**config.mk**
```make
export PLATFORM = sky130hd
export DESIGN_NAME = instr_encoder
export DESIGN_NICKNAME = d
export VERILOG_FILES = /design/src/rtl/instr_encoder.sv
export SDC_FILE = /design/constraint.sdc
export NUM_CORES = 1
export LEC_CHECK = 0
export CAP_MARGIN = 20
export CORE_ASPECT_RATIO = 0.8
export CORE_MARGIN = 3
export CORE_UTILIZATION = 48
export DETAILED_ROUTE_END_ITERATION = 16
export PLACE_DENSITY = 0.75
export SLEW_MARGIN = 5
export SYNTH_ARGS = -nofsm -noshare
export SYNTH_HDL_FRONTEND = slang
export SYNTH_SLANG_ARGS = --single-unit
```
**constraint.sdc**
```tcl
create_clock -name clk -period 2.25 [get_ports clk]
set_clock_uncertainty 0.2 [all_clocks]
set_input_delay 0.5625 -clock clk [delete_from_list [all_inputs] [get_ports clk]]
set_output_delay 0.5625 -clock clk [all_outputs]
set_load 0.05 [all_outputs]
```
**src/rtl/instr_encoder.sv**
```systemverilog
// Encodes abstract ALU/CSR requests into RV32I/M instruction words, buffered in an in-order FIFO.
// Optional INSTR_ENC_NOP_FILL_EN: an empty FIFO presents ADDI x0,x0,0 as a valid head.
module instr_encoder #(
    parameter int DEPTH = 4
) (
    input  logic                     clk,
    input  logic                     rst_n,
    input  logic                     in_valid,
    output logic                     in_ready,
    input  logic [1:0]               in_kind,
    input  logic [3:0]               in_op,
    input  logic [4:0]               in_rd,
    input  logic [4:0]               in_rs1,
    input  logic [4:0]               in_rs2,
    input  logic [19:0]              in_imm,
    output logic                     out_valid,
    input  logic                     out_ready,
    output logic [31:0]              out_instr,
    output logic [$clog2(DEPTH):0]   count,
    output logic                     err
);

    localparam int AW = $clog2(DEPTH);
    localparam int CW = AW + 1;
    localparam logic [CW-1:0] FULL_COUNT = CW'(DEPTH);

    localparam logic [6:0] OPC_R   = 7'b0110011;
    localparam logic [6:0] OPC_I   = 7'b0010011;
    localparam logic [6:0] OPC_LUI = 7'b0110111;
    localparam logic [6:0] OPC_SYS = 7'b1110011;
    localparam logic [31:0] NOP_INSTR = 32'h0000_0013;

    logic [31:0]   mem_reg [DEPTH];
    logic [AW-1:0] wr_ptr_reg, rd_ptr_reg;
    logic [CW-1:0] count_reg, count_next;
    logic          err_reg;

    logic [2:0]    f3;
    logic [6:0]    f7;
    logic          op_legal;
    logic          op_sub_or_mul;
    logic          op_shift;
    logic [11:0]   imm12;
    logic          req_legal;
    logic [31:0]   instr_next;

    logic          accept, push, pop, empty;
    logic [DEPTH-1:0] wr_en;

    // ALU op table shared by R- and I-type; I-type additionally excludes SUB and MUL*.
    always_comb begin
        f3            = 3'b000;
        f7            = 7'b0000000;
        op_legal      = 1'b1;
        op_sub_or_mul = 1'b0;
        op_shift      = 1'b0;
        case (in_op)
            4'b0000: f3 = 3'b111;
            4'b0001: f3 = 3'b110;
            4'b0010: f3 = 3'b100;
            4'b0011: f3 = 3'b000;
            4'b0100: begin f3 = 3'b000; f7 = 7'b0100000; op_sub_or_mul = 1'b1; end
            4'b0101: begin f3 = 3'b000; f7 = 7'b0000001; op_sub_or_mul = 1'b1; end
            4'b0110: begin f3 = 3'b001; f7 = 7'b0000001; op_sub_or_mul = 1'b1; end
            4'b0111: begin f3 = 3'b011; f7 = 7'b0000001; op_sub_or_mul = 1'b1; end
            4'b1000: begin f3 = 3'b001; op_shift = 1'b1; end
            4'b1001: begin f3 = 3'b101; op_shift = 1'b1; end
            4'b1010: begin f3 = 3'b101; f7 = 7'b0100000; op_shift = 1'b1; end
            4'b1100: f3 = 3'b010;
            4'b1101: f3 = 3'b011;
            default: op_legal = 1'b0;
        endcase
    end

    always_comb begin
        imm12      = in_imm[11:0];
        req_legal  = 1'b1;
        instr_next = 32'h0;
        // Shift immediates carry f7 in their top bits; only the shamt comes from the request.
        if (op_shift)
            imm12[11:5] = f7;
        case (in_kind)
            2'd0: begin
                req_legal  = op_legal;
                instr_next = {f7, in_rs2, in_rs1, f3, in_rd, OPC_R};
            end
            2'd1: begin
                req_legal  = op_legal && !op_sub_or_mul;
                instr_next = {imm12, in_rs1, f3, in_rd, OPC_I};
            end
            2'd2: instr_next = {in_imm, in_rd, OPC_LUI};
            default: instr_next = {12'hF02, in_rs1, 3'b001, in_rd, OPC_SYS};
        endcase
    end

    assign empty    = (count_reg == '0);
    assign in_ready = (count_reg < FULL_COUNT);
    assign accept   = in_valid && in_ready;
    assign push     = accept && req_legal;
    assign pop      = out_ready && !empty;

    always_comb begin
        count_next = count_reg;
        if (push && !pop)
            count_next = count_reg + CW'(1);
        else if (pop && !push)
            count_next = count_reg - CW'(1);
    end

    generate
        for (genvar gi = 0; gi < DEPTH; gi++) begin : g_wr_en
            assign wr_en[gi] = push && (wr_ptr_reg == AW'(gi));
        end
    endgenerate

    // Storage is not reset; stale contents are never visible because the output is gated by count.
    always_ff @(posedge clk) begin
        for (int i = 0; i < DEPTH; i++) begin
            if (wr_en[i])
                mem_reg[i] <= instr_next;
        end
    end

    always_ff @(posedge clk or negedge rst_n) begin
        if (!rst_n) begin
            wr_ptr_reg <= '0;
            rd_ptr_reg <= '0;
            count_reg  <= '0;
            err_reg    <= 1'b0;
        end else begin
            if (push)
                wr_ptr_reg <= wr_ptr_reg + AW'(1);
            if (pop)
                rd_ptr_reg <= rd_ptr_reg + AW'(1);
            count_reg <= count_next;
            if (accept && !req_legal)
                err_reg <= 1'b1;
        end
    end

`ifdef INSTR_ENC_NOP_FILL_EN
    assign out_valid = 1'b1;
    assign out_instr = empty ? NOP_INSTR : mem_reg[rd_ptr_reg];
`else
    assign out_valid = !empty;
    assign out_instr = empty ? 32'h0 : mem_reg[rd_ptr_reg];
`endif

    assign count = count_reg;
    assign err   = err_reg;

endmodule
```
==> qor.yml, run 1 <==
yosys:
  netlist.area_leader.share: 0.6426
  synthAdderAreaFrac: 0.01578
  ys_seq_area_frac: 0.6809
  ys_top_cells_by_count: "edfxtp_1 (112), and2_1 (34), mux4_2 (28), nand2_1 (24), o21ai_0 (9)"
  ys_ff_latch: 120
  ys.warnings.count: 0
  synth_edf_count: 112
  synth_simple_gate_area_share: 0.08033
  synth_area_um2: 5234
  synthCells: 310
  synthArstFlopShare: 0.06667
  synth.area.top_cells: "edfxtp_1 (64%), mux4_2 (12%), and2_1 (4.1%)"
  synth_flop_cell: "edfxtp_1"
  synth_xor_area_frac: 0.01171
  synth_top_family_by_area: "multiplexers"
  yosysMostFrequentCell: "edfxtp_1"
  synth_compound_area_frac: 0.04064
  yosys.area.top_type: "edfxtp_1"
  syn_area_per_cell_um2: 16.88
  syn-num-nets: 361
  synth.distinct_cells: 41
  synth.area.mux_share: 0.1389
placed_design:
  hpwlAfterDp_mm: 7.993
  port_buffers: 81
  gp_congestion: 0.7680
  placedCellCount: 549
global_route:
  grt_antenna_before_repair: 0
  first_global_vias: 3409
  grt_pass1_wl_mm: 18.86
  grt_max_degree: 34
  grt_overflow_total: 0
  grt_use_total: 0.2153
route:
  vias: 3168
  first_pass_iters: 5
  drtAntennaViolNets: 0
  drt_iter0_drc: 260
  post_drt_wl_per_cell_um: 20.81
  wirelength_mm: 12.13
  vias_per_cell: 5.434
  post-route-drc-count: 0
timing:
  timing.fmax_mhz: 370.1
  setup_viol: 32
  tns_ps: -11460
  min_period_ps: 2702
  setup_slack_ps: -451.6
  max_slew_margin: 0.6315
  rsz0062_at_grt: "yes"
  post-route-period-util: 1.201
  drv_slew: 0
  hold_viol: 0
  tightestPinTransition_ps: 547.0
clocking:
  path_clk_slew_ps: 50
  insertion_delay_ps: 400
  hold_buffers: 0
  cts_num_sinks: 120
  tritoncts: "built"
  numCtsBuffers: 17
  clockBufferDepth: 2
  cts_root_buf: "clkbuf_16"
  htree_num_levels: 4
cells_and_area:
  insertedDiodeCount: 0
  area_growth_pct: 36.34
  regArea_um2: 3568
  final_core_util: 0.6831
  fin_cells: 583
  fill_cells: 725
  largest_reg_flops: 112
  layout-drive-gt1-share: 0.3860
  multi_input_area_um2: 1592
  final_nets: 483
power_and_ir_drop:
  power_frac_seq: 0.283
  pwr-share-clk: 0.241
  power.density_nw_per_um2: 1450
  p_leak_uw: 0.002667
  p_comb_frac: 0.476
  sw_frac_of_total: 0.3720
  internal_power_uw: 6499
  ir_drop_mv: 1.623
  switchingPower_uw: 3851
outcome:
  violations: "negative setup slack"
  status: "finished with violations"
die:
  die-area_um2: 12200
  fp-row-count: 33
  pin_count: 83
  die_h_um: 99.40
  start_util: 0.5010
  dieWidth_um: 122.7
  placeableCoreArea_um2: 10450
worst_setup_path:
  cp.required_ps: 1490
  arrival_ps: 1940
  cp_max_fo: 5
  critPathKind: "flop to output pin"
  cp-start-kind: "flop"
  crit_path_end_kind: "output pin"
flow_run:
  cap_viol_max_count: 0
worst_hold_path:
  holdCritPathClass: "primary input to async pin"
==> per-layer routing <==
| layer | global-route usage | up-vias | part of all wire |
|---|---|---|---|
| met5 | 0 | - | 0 |
| met4 | 0.08950 | 0 | 0.017 |
| met3 | 0.06652 | 17 | 0.082 |
| met2 | 0.3381 | 146 | 0.48 |
| met1 | 0.2807 | 1577 | 0.42 |
| li1 | - | 1428 | - |
==> per-stage QoR <==
| stage | total power (uW) | hold slack [ps] | instance area (um^2) | worst slack, ps |
|---|---|---|---|---|
| 6_report | 10350 | 232.6 | 7136 | -451.6 |
| 3_3_place_gp | 7476 | 264.5 | 6432 | -580.5 |
| 2_1_floorplan | 6141 | 66.91 | 5281 | -76.29 |
| 3_5_place_dp | 7539 | 272.9 | 6432 | -590.4 |
| 4_1_cts | 10350 | 233.0 | 7079 | -489.8 |
| 5_1_grt | 10760 | 242.4 | 7136 | -502.7 |
==> final timing paths <==
path	start	endpoint	slack, ps	depth (start not counted)
hold reg to reg	err	err	290	1
max in group asynchronous	rst_n	rd_ptr_reg[0]	1330	1
hold / removal	rst_n	err	230	1
setup / recovery	rd_ptr_reg[0]	out_instr[9]	-450	4
setup reg to reg	count[1]	count[2]	120	8
min in group clk	err	err	290	1
==> timing repair <==
action / 4_1_cts / 5_1_grt
pin swaps: 0 / 4
buffers inserted: 1 / 3
endpoints found under the setup margin: 34 / 34
resized for setup: 35 / 9
==> kinds of logic (layout without fill, tap and decap cells) <==
logic type | Yosys count | count (layout)
AOI/OAI and AO/OA | 31 | 31
adders and majority gates | 6 | 6
xor gates and xnor gates | 7 | 7
other | 1 | 1
DFF | 120 | 120
and+or+nand+nor | 78 | 78
buffers and inverters | 30 | 163
muxes | 37 | 37
==> critical path, cell delays in order (launching register included) <==
cell,delay [ps]
dfrtp_2,440
buf_4,190
mux4_2,520
and2_1,190
buf_4,190
==> placed cells by master (no fill, tap or decap), types with 2 or more instances in the layout <==
cell,netlist,routed
dlygate4sd2_1,0,4
a22o_1,2,2
ha_1,5,4
o22ai_1,2,2
nand2b_1,4,4
dfrtp_1,8,4
mux2i_1,7,7
buf_12,0,8
xor2_1,2,2
xnor2_1,5,5
and2_2,0,5
nor2_1,6,6
inv_1,8,8
and2_4,0,19
nor3b_1,2,2
and2_1,34,10
clkdlybuf4s50_1,0,37
a21oi_1,8,8
clkinv_2,0,4
edfxtp_1,112,112
dlymetal6s2s_1,0,3
a32o_1,2,2
buf_4,5,50
mux4_2,28,28
dfrtp_2,0,4
nand2_1,24,23
bufinv_16,0,2
clkinv_1,0,4
buf_6,3,22
clkbuf_16,0,17
nor2b_1,3,2
o21ai_0,9,9
==> cell type report <==
type / count / area share
repair buffers: 124 / 0.1718
flip-flops and latches: 120 / 0.5001
clock inverters: 12 / 0.01561
multi-input cells: 160 / 0.2230
inverters: 9 / 0.004734
clock buffers: 18 / 0.06014
well taps: 140 / 0.02455
==> power groups by stage <==
stage	Clock (uW)	Sequential (uW)	Combinational (uW)
finish	2490	2930	4930
CTS	2540	2940	4860
global placement	0	2960	4520
global route	2630	2960	5170
detailed placement	0	2980	4560
floorplan	0	3060	3080
Note: power is estimated with default switching activity, not from simulation.
==> run 2, diff against run 1 <==
CORE_UTILIZATION = 53   (was 48)
PLACE_DENSITY = 0.79   (was 0.75)
clock period = 3.09 ns   (was 2.25 ns; I/O delays follow)
==> run 2 against run 1 <==
  * The flow now finishes without violations
  * Design area shrank 3.8%
  * Hold slack gained 73 ps
  * Power shrank 31%
  * Register-to-register slack gained 610 ps
  * Critical path depth is the same
  * Global-route usage grew 0.69 points
  * Via count shrank 2.9%
  * Worst setup slack gained 590 ps
  * Sequential share of layout area grew 1.9 points
  * Combinational power shrank 35%
  * Largest cell class unchanged
  * Largest power group unchanged
==> qor.yml, run 2 (synthesized netlist as in run 1, its figures left out) <==
placed_design:
  hpwlAfterDp_mm: 7.690
  gp_congestion: 0.8175
  pre_cts_ws_ps: 48.28
  place_area_um2: 6292
  port_buffers: 81
clocking:
  tritoncts: "built"
  path_clk_slew_ps: 50
  cts_root_buf: "clkbuf_16"
  cts_setup_buffers: 0
  htree_num_levels: 4
  numCtsBuffers: 17
  cts_resized: 0
  insertion_delay_ps: 400
  cts_num_sinks: 120
  clockBufferDepth: 2
  hold_buffers: 0
cells_and_area:
  area_growth_pct: 31.10
  final_area_um2: 6862
  largest_reg_flops: 112
  final_cell_mix: "edfxtp_1 (112), clkdlybuf4s50_1 (49), buf_4 (44)"
  final_nets: 462
  layout_commonest_cell: "edfxtp_1"
  insertedDiodeCount: 0
  layout-drive-gt1-share: 0.2759
power_and_ir_drop:
  sw_frac_of_total: 0.3789
  ir_drop_mv: 0.7451
  p_leak_uw: 0.002468
  power_frac_seq: 0.297
  internal_power_uw: 4465
  power.density_nw_per_um2: 1048
  switchingPower_uw: 2724
  fin_total_pwr_uw: 7189
  pwr-share-clk: 0.257
  p_comb_frac: 0.446
timing:
  rsz0062_at_grt: "no"
  min_period_ps: 2948
  timing.fmax_mhz: 339.2
  hold_viol: 0
  setup_slack_ps: 141.8
  tightestPinTransition_ps: 542.7
  tns_ps: 0
  max_slew_margin: 0.6334
  fin_hold_ws_ps: 305.1
  post-route-period-util: 0.9541
  drv_slew: 0
  setup_viol: 0
outcome:
  status: "finished clean"
route:
  drtAntennaViolNets: 0
  post-route-drc-count: 0
  wirelength_mm: 11.41
  vias_per_cell: 5.531
  drt_iter0_drc: 340
  vias: 3075
  first_pass_iters: 6
  post_drt_wl_per_cell_um: 20.53
worst_setup_path:
  cp.required_ps: 2120
  worstRegToRegCells: 8
  cp-start-kind: "flop"
  max_stage_delay_ps: 540
  critPathKind: "flop to output pin"
  cp_max_fo: 8
  cpMostUsedCell: "buf_4"
  arrival_ps: 1980
  worstPathCellList: "buf_4 > mux4_2 > and2_1 > buf_4"
  slowest_stage: "mux4_2"
  crit_path_end_kind: "output pin"
  regToRegSetupSlack_ps: 730
  startpoint: "rd_ptr_reg[0]"
  endpoint: "out_instr[10]"
  r2r_end: "count[2]"
  rr_startpoint: "count[0]"
global_route:
  grt_max_degree: 30
  grt_antenna_before_repair: 0
  first_global_vias: 3143
  grt_overflow_total: 0
  grt_pass1_wl_mm: 17.42
  grt_use_total: 0.2222
flow_run:
  cap_viol_max_count: 0
die:
  fp-row-count: 31
  die-area_um2: 11110
  die_h_um: 94.88
  pin_count: 83
  start_util: 0.5599
  placeableCoreArea_um2: 9348
  dieWidth_um: 117.1
worst_hold_path:
  min_path_cells: 1
  holdCritPathClass: "flop to flop"
[run 2: worst min-delay path by stage]
| stage | startpoint | endpoint | slack (ps) |
|---|---|---|---|
| final | err | err | 310 |
| after global routing | err | err | 340 |
| after CTS | err | err | 320 |
| after detailed placement | err | err | 310 |
| after global placement | err | err | 330 |
| after floorplan | rst_n | count[0] | 280 |
[run 2: power groups by stage]
stage               logic, uW  registers (uW)  clock network, uW
finish                   3200            2130               1850
global route             3400            2160               1960
CTS                      3240            2140               1880
detailed placement       3230            2170                  0
global placement         3190            2150                  0
floorplan                2150            2220                  0
[run 2: metal layers]
layer  wire length [um]  up-vias  share of wire  track usage
met5                  0        -              0            0
met4                 82        0         0.0072      0.04871
met3                986       10          0.086      0.08712
met2               5540      144           0.49       0.3414
met1               4803     1534           0.42       0.3046
li1                   -     1387              -            -
[run 2: cell type report]
class	instances	area (um^2)
clock inverters	13	131.4
repair buffers	103	1021
fillers	563	2486
clock buffers	19	432.9
flip-flops and latches	120	3565
multi-input cells	160	1513
inverters	9	33.78
well taps	132	165.2
[run 2: per-stage QoR]
step                std cells    util
floorplan                 310       -
global placement          524  0.6731
detailed placement        524  0.6731
CTS                       556  0.7335
global route              556  0.7340
finish                    556  0.7340
[run 2: critical path: cells and delay by family, from the launching register on]
| kind | cells | cell delay (ps) |
|---|---|---|
| DFF | 1 | 430 |
| muxes | 1 | 540 |
| buffers and inverters | 2 | 410 |
| and+or+nand+nor | 1 | 180 |
==> run 3, diff against run 2 <==
CORE_MARGIN = 2   (was 3)
==> run 3 against run 2 <==
  * Register-to-register slack lost 220 ps
  * Critical endpoint is now out_instr[14]
  * Die area down 3.8%
  * Highest routed layer unchanged
  * Final cell count fell by 3.6%
  * Maximum frequency shrank 2.2%
  * Design area decreased by 0.58%
  * Critical path depth unchanged
  * Sequential power is essentially flat
  * Routed wire length decreased by 1.5%
  * Non-clock buffer count fell by 5
  * Core utilization fell by 2.4 points
  * Critical path type unchanged
  * First-iteration DRC count shrank 34%
  * Largest cell class unchanged
  * Combinational power is essentially flat
==> qor.yml, run 3 (synthesized netlist as in run 1, its figures left out) <==
cells_and_area:
  layout_commonest_cell: "edfxtp_1"
  largest_reg_flops: 112
  final_core_util: 0.7099
  layout-drive-gt1-share: 0.2614
  final_area_um2: 6822
  area_growth_pct: 30.34
  final_nets: 457
  insertedDiodeCount: 0
  final_cell_mix: "edfxtp_1 (112), clkdlybuf4s50_1 (49), buf_4 (38)"
worst_setup_path:
  critPathKind: "flop to output pin"
  cp-start-kind: "flop"
  arrival_ps: 2040
  cp.required_ps: 2120
  slowest_stage: "mux4_2"
  worstPathCellList: "buf_12 > mux4_2 > and2_1 > buf_4"
  cp_max_fo: 14
  max_stage_delay_ps: 510
  crit_path_end_kind: "output pin"
timing:
  timing.fmax_mhz: 331.8
  post-route-period-util: 0.9754
  drv_slew: 0
  rsz0062_at_grt: "no"
  tightestPinTransition_ps: 605.5
  max_slew_margin: 0.5911
  min_period_ps: 3014
  setup_viol: 0
  hold_viol: 0
  tns_ps: 0
clocking:
  cts_setup_buffers: 0
  insertion_delay_ps: 400
  htree_num_levels: 4
  clockBufferDepth: 2
  hold_buffers: 0
  tritoncts: "built"
  path_clk_slew_ps: 50
  cts_root_buf: "clkbuf_16"
  numCtsBuffers: 17
  cts_resized: 0
  cts_num_sinks: 120
power_and_ir_drop:
  p_comb_frac: 0.440
  power_frac_seq: 0.299
  switchingPower_uw: 2687
  ir_drop_mv: 0.8628
  pwr-share-clk: 0.261
  power.density_nw_per_um2: 1057
  internal_power_uw: 4525
  fin_total_pwr_uw: 7212
  sw_frac_of_total: 0.3726
  p_leak_uw: 0.002453
route:
  first_pass_iters: 4
  post_drt_wl_per_cell_um: 20.96
  wirelength_mm: 11.24
  drtAntennaViolNets: 0
  post-route-drc-count: 0
  drt_iter0_drc: 225
  vias_per_cell: 5.705
  vias: 3058
die:
  dieWidth_um: 115.1
  start_util: 0.5447
  placeableCoreArea_um2: 9609
  fp-row-count: 32
  die-area_um2: 10690
  die_h_um: 92.88
  pin_count: 83
global_route:
  first_global_vias: 3212
  grt_use_total: 0.2271
  grt_overflow_total: 0
  grt_max_degree: 35
  grt_pass1_wl_mm: 17.42
  grt_antenna_before_repair: 0
placed_design:
  place_area_um2: 6231
  port_buffers: 81
  gp_congestion: 0.7756
  hpwlAfterDp_mm: 6.923
worst_hold_path:
  holdCritPathClass: "flop to flop"
flow_run:
  cap_viol_max_count: 0
outcome:
  status: "finished clean"
-- run 3: changes by cell type in the layout (fill, tap and decap cells not counted) --
cell / change
clkinv_2: +1
buf_4: -6
or3_1: +1
clkinv_4: -3
bufinv_16: +1
clkinvlp_4: -1
clkbuf_16: +1
or3_4: -1
-- run 3: routing by layer --
| layer | vias to the layer above | share of wire | GRT usage |
|---|---|---|---|
| met3 | 14 | 0.067 | 0.06021 |
| met1 | 1523 | 0.41 | 0.2964 |
| met2 | 140 | 0.50 | 0.3701 |
| met5 | - | 0 | 0 |
| met4 | 0 | 0.021 | 0.08233 |
| li1 | 1381 | - | - |
-- run 3: cell type report --
class	instances	area (um^2)
well taps	119	148.9
fillers	611	2788
inverters	9	33.78
clock inverters	11	132.6
repair buffers	98	1001
multi-input cells	160	1508
flip-flops and latches	120	3565
clock buffers	19	432.9
-- run 3: power groups by stage --
stage	sequential, uW	clock (uW)	combinational [uW]
6_report	2150	1880	3170
5_1_grt	2180	1980	3350
4_1_cts	2140	1910	3180
3_5_place_dp	2170	0	3150
3_3_place_gp	2160	0	3130
2_1_floorplan	2220	0	2150
-- run 3: path summary, 6_finish.rpt --
kind / slack [ps] / depth (start not counted) / startpoint / end
worst max-delay path: 80 / 4 / rd_ptr_reg[0] / out_instr[14]
worst min-delay path: 270 / 1 / err / err
worst max register to register: 510 / 9 / count[0] / count[2]
worst min register to register: 270 / 1 / err / err
max in group asynchronous: 1940 / 1 / rst_n / rd_ptr_reg[0]
min in group asynchronous: 460 / 1 / rst_n / count[0]
-- run 3: through the flow --
| stage | std cells | hold WS [ps] | setup slack [ps] |
|---|---|---|---|
| after floorplan | 310 | 276.9 | 39.30 |
| after global placement | 505 | 262.8 | 124.2 |
| after detailed placement | 505 | 262.1 | 61.54 |
| after CTS | 535 | 276.6 | 59.75 |
| after global routing | 536 | 289.1 | 7.744 |
| final | 536 | 271.1 | 76.03 |
-- run 3: critical path: cells and delay by family (launching register included) --
family / cells / cell delay (ps)
flops: 1 / 500
simple gates: 1 / 210
mux: 1 / 510
buf+inv: 2 / 420
